### src/rtl/ddr2_cmd_monitor.sv
// DDR2 command-bus monitor: per-bank open/closed tracking, protocol rule checks and command counters.
// Optional macro DDR2_MON_TIMING_EN adds per-bank tRCD/tRP down-counters (error codes 4 and 5).
//
// state     | meaning
// ST_CLOSED | bank precharged, only ACT is legal
// ST_OPEN   | row active, RD/WR legal, ACT/REF/MRS are violations
module ddr2_cmd_monitor #(
  parameter int BA_BITS   = 2,
  parameter int ADDR_BITS = 13,
  parameter int T_RCD     = 3,
  parameter int T_RP      = 3,
  parameter int CNT_W     = 16
) (
  input  logic                  ck,
  input  logic                  rst,
  input  logic                  cke,
  input  logic                  cs_n,
  input  logic                  ras_n,
  input  logic                  cas_n,
  input  logic                  we_n,
  input  logic [BA_BITS-1:0]    ba,
  input  logic [ADDR_BITS-1:0]  addr,
  output logic [2**BA_BITS-1:0] bank_open,
  output logic                  err_valid,
  output logic [2:0]            err_code,
  output logic [BA_BITS-1:0]    err_bank,
  output logic                  err_sticky,
  output logic [2:0]            first_code,
  output logic [CNT_W-1:0]      cnt_act,
  output logic [CNT_W-1:0]      cnt_rd,
  output logic [CNT_W-1:0]      cnt_wr,
  output logic [CNT_W-1:0]      cnt_pre,
  output logic [CNT_W-1:0]      cnt_ref
);
  localparam int NB = 2**BA_BITS;

  typedef enum logic [2:0] {
    CMD_MRS = 3'b000,
    CMD_REF = 3'b001,
    CMD_PRE = 3'b010,
    CMD_ACT = 3'b011,
    CMD_WR  = 3'b100,
    CMD_RD  = 3'b101,
    CMD_RSV = 3'b110,
    CMD_NOP = 3'b111
  } cmd_e;

  typedef enum logic {ST_CLOSED = 1'b0, ST_OPEN = 1'b1} bank_st_e;

  localparam logic [2:0] ERR_NONE      = 3'd0;
  localparam logic [2:0] ERR_ACT_OPEN  = 3'd1;
  localparam logic [2:0] ERR_RW_CLOSED = 3'd2;
  localparam logic [2:0] ERR_REF_OPEN  = 3'd3;
  localparam logic [2:0] ERR_TRCD      = 3'd4;
  localparam logic [2:0] ERR_TRP       = 3'd5;
  localparam logic [2:0] ERR_MRS_OPEN  = 3'd6;

  cmd_e               cmd;
  bank_st_e           bank_st [NB];
  logic               any_open;
  logic               sel_open;
  logic               pre_all;
  logic [2:0]         code_nxt;
  logic [BA_BITS-1:0] bank_nxt;
  logic               unused_addr;

  // Only addr[10] matters to the checks; the rest of the bus is observed but ignored.
  assign unused_addr = ^addr;

  assign cmd      = (cke && !cs_n) ? cmd_e'({ras_n, cas_n, we_n}) : CMD_NOP;
  assign pre_all  = addr[10];
  assign sel_open = (bank_st[ba] == ST_OPEN);

  always_comb begin
    any_open  = 1'b0;
    bank_open = '0;
    for (int i = 0; i < NB; i++) begin
      bank_open[i] = (bank_st[i] == ST_OPEN);
      if (bank_st[i] == ST_OPEN) any_open = 1'b1;
    end
  end

`ifdef DDR2_MON_TIMING_EN
  // A single timer per bank suffices: while OPEN it holds tRCD, while CLOSED it holds tRP.
  localparam logic [3:0] TRCD_LD = 4'(T_RCD - 1);
  localparam logic [3:0] TRP_LD  = 4'(T_RP - 1);

  logic [3:0] tmr [NB];
  logic       tmr_busy;

  assign tmr_busy = (tmr[ba] != 4'd0);

  always_ff @(posedge ck) begin
    if (rst) begin
      for (int i = 0; i < NB; i++) tmr[i] <= 4'd0;
    end else begin
      for (int i = 0; i < NB; i++) begin
        if (cmd == CMD_ACT && ba == BA_BITS'(i))
          tmr[i] <= TRCD_LD;
        else if (cmd == CMD_PRE && (pre_all || ba == BA_BITS'(i)))
          tmr[i] <= TRP_LD;
        else if (tmr[i] != 4'd0)
          tmr[i] <= tmr[i] - 4'd1;
      end
    end
  end
`else
  localparam int unused_timing = T_RCD + T_RP;
`endif

  always_comb begin
    code_nxt = ERR_NONE;
    bank_nxt = ba;
    case (cmd)
      CMD_ACT: begin
        if (sel_open) code_nxt = ERR_ACT_OPEN;
`ifdef DDR2_MON_TIMING_EN
        else if (tmr_busy) code_nxt = ERR_TRP;
`endif
      end
      CMD_RD, CMD_WR: begin
        if (!sel_open) code_nxt = ERR_RW_CLOSED;
`ifdef DDR2_MON_TIMING_EN
        else if (tmr_busy) code_nxt = ERR_TRCD;
`endif
      end
      CMD_REF: begin
        bank_nxt = '0;
        if (any_open) code_nxt = ERR_REF_OPEN;
      end
      CMD_MRS: begin
        bank_nxt = '0;
        if (any_open) code_nxt = ERR_MRS_OPEN;
      end
      default: ;
    endcase
  end

  function automatic logic [CNT_W-1:0] sat_inc(input logic [CNT_W-1:0] v);
    return (&v) ? v : v + 1'b1;
  endfunction

  always_ff @(posedge ck) begin
    if (rst) begin
      for (int i = 0; i < NB; i++) bank_st[i] <= ST_CLOSED;
      err_valid  <= 1'b0;
      err_code   <= ERR_NONE;
      err_bank   <= '0;
      err_sticky <= 1'b0;
      first_code <= ERR_NONE;
      cnt_act    <= '0;
      cnt_rd     <= '0;
      cnt_wr     <= '0;
      cnt_pre    <= '0;
      cnt_ref    <= '0;
    end else begin
      // Bank state follows the command even when it is flagged as a violation.
      for (int i = 0; i < NB; i++) begin
        if (cmd == CMD_ACT && ba == BA_BITS'(i))
          bank_st[i] <= ST_OPEN;
        else if (cmd == CMD_PRE && (pre_all || ba == BA_BITS'(i)))
          bank_st[i] <= ST_CLOSED;
      end

      err_valid <= (code_nxt != ERR_NONE);
      err_code  <= code_nxt;
      err_bank  <= (code_nxt != ERR_NONE) ? bank_nxt : '0;
      if (code_nxt != ERR_NONE && !err_sticky) begin
        err_sticky <= 1'b1;
        first_code <= code_nxt;
      end

      if (cmd == CMD_ACT) cnt_act <= sat_inc(cnt_act);
      if (cmd == CMD_RD)  cnt_rd  <= sat_inc(cnt_rd);
      if (cmd == CMD_WR)  cnt_wr  <= sat_inc(cnt_wr);
      if (cmd == CMD_PRE) cnt_pre <= sat_inc(cnt_pre);
      if (cmd == CMD_REF) cnt_ref <= sat_inc(cnt_ref);
    end
  end

endmodule

### config.mk
export PLATFORM = sky130hd
export DESIGN_NAME = ddr2_cmd_monitor
export DESIGN_NICKNAME = d
export VERILOG_FILES = /design/src/rtl/ddr2_cmd_monitor.sv
export SDC_FILE = /design/constraint.sdc
export NUM_CORES = 1
export LEC_CHECK = 0
export CELL_PAD_IN_SITES_DETAIL_PLACEMENT = 1
export CELL_PAD_IN_SITES_GLOBAL_PLACEMENT = 1
export CORE_MARGIN = 4
export CORE_UTILIZATION = 35
export CTS_CLUSTER_SIZE = 30
export DETAILED_ROUTE_END_ITERATION = 12
export PLACE_DENSITY_LB_ADDON = 0.1
export SYNTH_ARGS = -nofsm -noshare
export SYNTH_HDL_FRONTEND = slang
export SYNTH_SLANG_ARGS = --single-unit
export TNS_END_PERCENT = 5
### constraint.sdc
create_clock -name ck -period 3 [get_ports ck]
set_input_delay 0.75 -clock ck [delete_from_list [all_inputs] [get_ports ck]]
set_output_delay 0.75 -clock ck [all_outputs]
set_load 0.03 [all_outputs]
# Word-level counts from Yosys, hierarchy flattened

Memory sizes are Yosys's and may differ from the RTL's.
Cells that the tools add are included.

Flip-flop bits (word level): 90
Bits in latches: 0
Bits in writable memories: 4
Memory bits (read-only): 0
Input bits: 22
Output and inout bits: 94
Word-level logic and storage cells: 117
Memories: 1

$add $sub $neg: 5
Multiply operators: 0
Div/mod/pow operators: 0
$lt $le $gt $ge: 0
Eq/ne operators: 8
Shift-type cells: 0
Multiplexer cells: 48
Bitwise logic cells: 14
Reductions and logical operators: 31

Memory list:

| name    | depth | bits a word | rd ports | clocked after memory_dff | wr ports | RTL line | source |
|---|---|---|---|---|---|---|---|
| bank_st | 4     | 1           | 5        | 0                        | 4        | 59       | `bank_st_e bank_st [NB];` |

Operators with widths:

| cell                                          | number |
|---|---|
| adder 16 x 1 -> 16 bit, second input constant | 5 |
| AND reduction 16 bit                          | 5 |
| two-way mux 1 bit                             | 43 |
| case mux 3 bit (4 select lines)               | 1 |
| logical AND 1 bit                             | 10 |
| AND reduction 2 bit                           | 5 |
| bitwise OR 1 bit                              | 8 |
| == test 3 x 2 -> 1 bit, second input constant | 2 |
| == test 3 bit, second input constant          | 2 |
| two-way mux 3 bit                             | 2 |
| NOT 1 bit                                     | 6 |
| == test 2 bit, second input constant          | 2 |
| logical OR 1 bit                              | 4 |
| two-way mux 2 bit                             | 2 |
| OR reduction 4 bit                            | 1 |
| == test 3 x 1 -> 1 bit, second input constant | 1 |
| zero test 3 bit                               | 1 |
| nonzero test 3 bit                            | 1 |
| == test 2 x 1 -> 1 bit, second input constant | 1 |
| zero test 1 bit                               | 2 |
| zero test 2 bit                               | 1 |
| OR reduction 2 bit                            | 1 |

# Logic depth before layout (Yosys ltp)

Depth in word-level cells: 10
Mapped depth: 7
Gate-level depth less buffers: 5

# Least setup slack after synthesis

Ideal clock, no wire load.

Kind: input -> register
Start: in cs_n
End: reg cnt_ref[7]
Library setup time: 121 ps
Data arrival time: 2565 ps
Data required time: 2879 ps
Slack: 314 ps
Stages on the path: 4
Path buffers: 0
Cell sequence: or4b_4 > or4_2 > a211oi_1 > mux2_2

Cells in the longest elaborated chain, start to end: 5

Ends and longest elaborated chain:

| what                          | RTL line | source |
|---|---|---|
| from (decl)                   | 17       | `input logic cs_n,` |
| zero test 1 bit               | 70       | `assign cmd = (cke && !cs_n) ? cmd_e'({ras_n, cas_n, we_n}) : CMD_NOP;` |
| logical AND 1 bit             | 70       |  |
| two-way mux 3 bit             | 70       |  |
| == test 3 x 1 -> 1 bit        | 177      | `if (cmd == CMD_REF) cnt_ref <= sat_inc(cnt_ref);` |
| AND reduction 2 bit (no line) | n/a      |  |
| to (signal assigned)          | 177      |  |
| to (decl)                     | 33       | `output logic [CNT_W-1:0] cnt_ref` |

Every way passes these cells.
A chain may end at the register's enable or synchronous reset.

# Worst setup path in the final report

Same ends and word-level chain as after synthesis.

==> flow_metrics.py <==
metrics = {
    "status": {
        "outcome": "finished clean",
    },
    "global_route": {
        "antenna_found_initial": 1,
        "grtUsageTotal_pct": 18.74,
        "grt_overflow": 0,
        "grt_max_degree": 103,
        "grt_pass1_wl_um": 24930,
        "grt_pass1_vias": 4912,
    },
    "timing": {
        "fin_skew_ns": 0.005259,
        "setup-violations-final": 0,
        "fin_hold_ws_ns": 0.4971,
        "slew-limit-headroom_pct": 49.72,
        "setup_slack_ns": 0.1274,
        "max_freq_mhz": 348.1,
        "tightest_slew_ns": 0.7474,
        "min_period_ns": 2.873,
        "hold_violations": 0,
        "slew_violations": 0,
        "fin_setup_tns_ns": 0,
        "min_period_over_period_pct": 95.75,
        "rsz0062_at_grt": "false",
    },
    "synth": {
        "ys_ff_latch": 94,
        "syn_inst": 575,
        "synthArstFlopShare_pct": 0,
        "netlist_top_cells_area": "dfxtp_1 (37%), a21oi_1 (5.4%), mux2_2 (4.8%)",
        "yosys_warnings": 0,
        "ys.flop_type": "dfxtp_1",
        "mappedNetlistArea_um2": 4925,
        "synth_area_per_cell_um2": 8.565,
        "ys_top_cells_by_count": "dfxtp_1 (90), a21oi_1 (53), nand2_1 (46)",
        "syn-num-nets": 602,
        "synth_edf_count": 4,
        "yosysTopAreaCell": "dfxtp_1",
        "synth_cell_type_count": 57,
        "yosysMostFrequentCell": "dfxtp_1",
        "seq_area_frac_synth_pct": 39.02,
        "synth_top_cell_area_share_pct": 36.59,
    },
    "clocking": {
        "cts-resized-gates": 0,
        "hold_buffers": 0,
        "cts-htree-levels": 3,
        "post_cts_buffers": 0,
        "cts_tree": "yes",
        "cts_buffers": 9,
        "clkSinkCount": 94,
        "clock-root-buffer": "clkbuf_16",
        "cts_buffer_depth": 2,
        "clk_latency_ns": 0.35,
        "path_clk_slew_ns": 0.07,
    },
    "flow_run": {
        "max_cap_violations": 0,
    },
    "power_and_ir_drop": {
        "vdd_drop_max_mv": 0.2245,
        "p_per_area_nw_per_um2": 412.0,
        "power_mw": 2.711,
        "p_leak_nw": 2.136,
    },
    "die": {
        "start_util_pct": 35.62,
        "core_um2": 13830,
        "io_pins": 116,
        "die-area_um2": 16030,
        "die_h_um": 126.6,
        "die_x_um": 126.6,
        "rows": 43,
    },
    "cells_and_area": {
        "final_area_um2": 6580,
        "diodes": 0,
        "area_growth_pct": 33.61,
        "final_nets": 710,
        "final_core_util_pct": 47.59,
        "final_cells": 868,
        "drive_above_1_share_pct": 11.48,
    },
    "critical_path": {
        "criticalPathCategory": "primary input to register",
        "crit_path_start_kind": "primary input",
        "arrival_ns": 3.11,
        "crit_fanout": 3,
        "worst-endpoint-required_ns": 3.24,
        "path_cells": "clkdlybuf4s50_1, or4b_4, or4_2, a211oi_1, mux2_2",
        "cp-end-kind": "register",
        "slowest_delay_ns": 0.72,
        "cp_slowest_cell": "or4_2",
    },
    "placed_design": {
        "dpl.hpwl_um": 10880,
        "placed_area_um2": 6246,
        "port_buffers": 103,
        "routabilityCongestion": 0.8148,
        "dp_slack_ns": -0.2362,
        "dp_cells": 852,
    },
    "drt": {
        "drt-total-wl_um": 15150,
        "ant_nets": 0,
        "viasPerCell": 5.726,
        "vias": 4970,
        "wl_per_cell_um": 17.45,
        "drt_pass1_iterations": 4,
        "route.detailed.drc": 0,
        "drt-initial-drc-count": 229,
    },
    "min_path": {
        "hp-class": "register to register",
    },
}
## registers in the layout (all words and copies together) (netlist names)
signal,cells
err_bank,2
cnt_wr,16
cnt_act,16
first_code,3
cnt_rd,16
cnt_ref,16
err_code,3
bank_st,4
err_sticky,1
err_valid,1
cnt_pre,16
## routing by layer
metal  track usage (%)  part of all wire [%]  up-vias
met5                 0                 0.086        -
met4             5.489                   1.1        2
met3             3.368                   3.5       12
met2             32.53                    50       81
met1             23.76                    45     2452
li1                  -                     -     2423
## worst max-delay path, delay by kind of cell
family,cells,cell delay [ns]
and+or+nand+nor,2,1.30
AOI/OAI and AO/OA,1,0.26
buffers and inverters,1,0.43
muxes,1,0.37
## cells by family (layout without fill, tap and decap cells)
family,count (synthesis),count (layout),synth area share [%]
muxes,26,26,6.072
DFF,94,94,39.02
AOI/OAI and AO/OA,142,142,18.57
buffers and inverters,42,155,3.531
adders and majority gates,5,5,1.270
and+or+nand+nor,266,266,31.53
## cells in the final DEF (no fill, tap or decap), types with 9 or more instances in the layout
master           Yosys  final
nor2b_1             25     25
nand3_1             33     33
a21oi_1             53     53
clkdlybuf4s50_1      0    102
nand2_1             46     46
dfxtp_1             90     90
clkbuf_16            0      9
and3_1              10     10
and4_1              10     10
o21ai_0             21     21
or3_1               12     12
a211oi_1             9      9
nor4_1              10     10
mux2_2              21     21
inv_1               10     10
nand4_1             24     24
or4_1               27     27
buf_4                4     25
nor2_1              32     32
o31ai_1             25     25
## cell type report
| type | count | area (µm²) |
|---|---|---|
| tap | 180 | 225.2 |
| clock buffer | 11 | 252.7 |
| fill | 1625 | 7247 |
| clock inverter | 5 | 81.33 |
| sequential | 94 | 1922 |
| timing repair buffer | 128 | 1229 |
| multi-input combinational | 439 | 2829 |
| inverter | 11 | 41.29 |
## worst paths after layout
kind              start          end  slack [ns]  depth (start not counted)
min reg2reg  cnt_pre[1]   cnt_pre[1]        0.50                          2
min          cnt_pre[1]   cnt_pre[1]        0.50                          2
max                cs_n   cnt_ref[7]        0.13                          5
max reg2reg  cnt_ref[0]  cnt_ref[12]        0.79                          5
## power by group
part           total [mW]  leakage, nW  internal [mW]  switching, mW
Sequential           1.27        0.764           1.27        0.00872
Clock                1.28        0.162          0.776          0.507
Combinational       0.154         1.21         0.0585         0.0954
Total                2.71         2.14           2.10          0.611
Note: power is estimated with default switching activity, not from simulation.
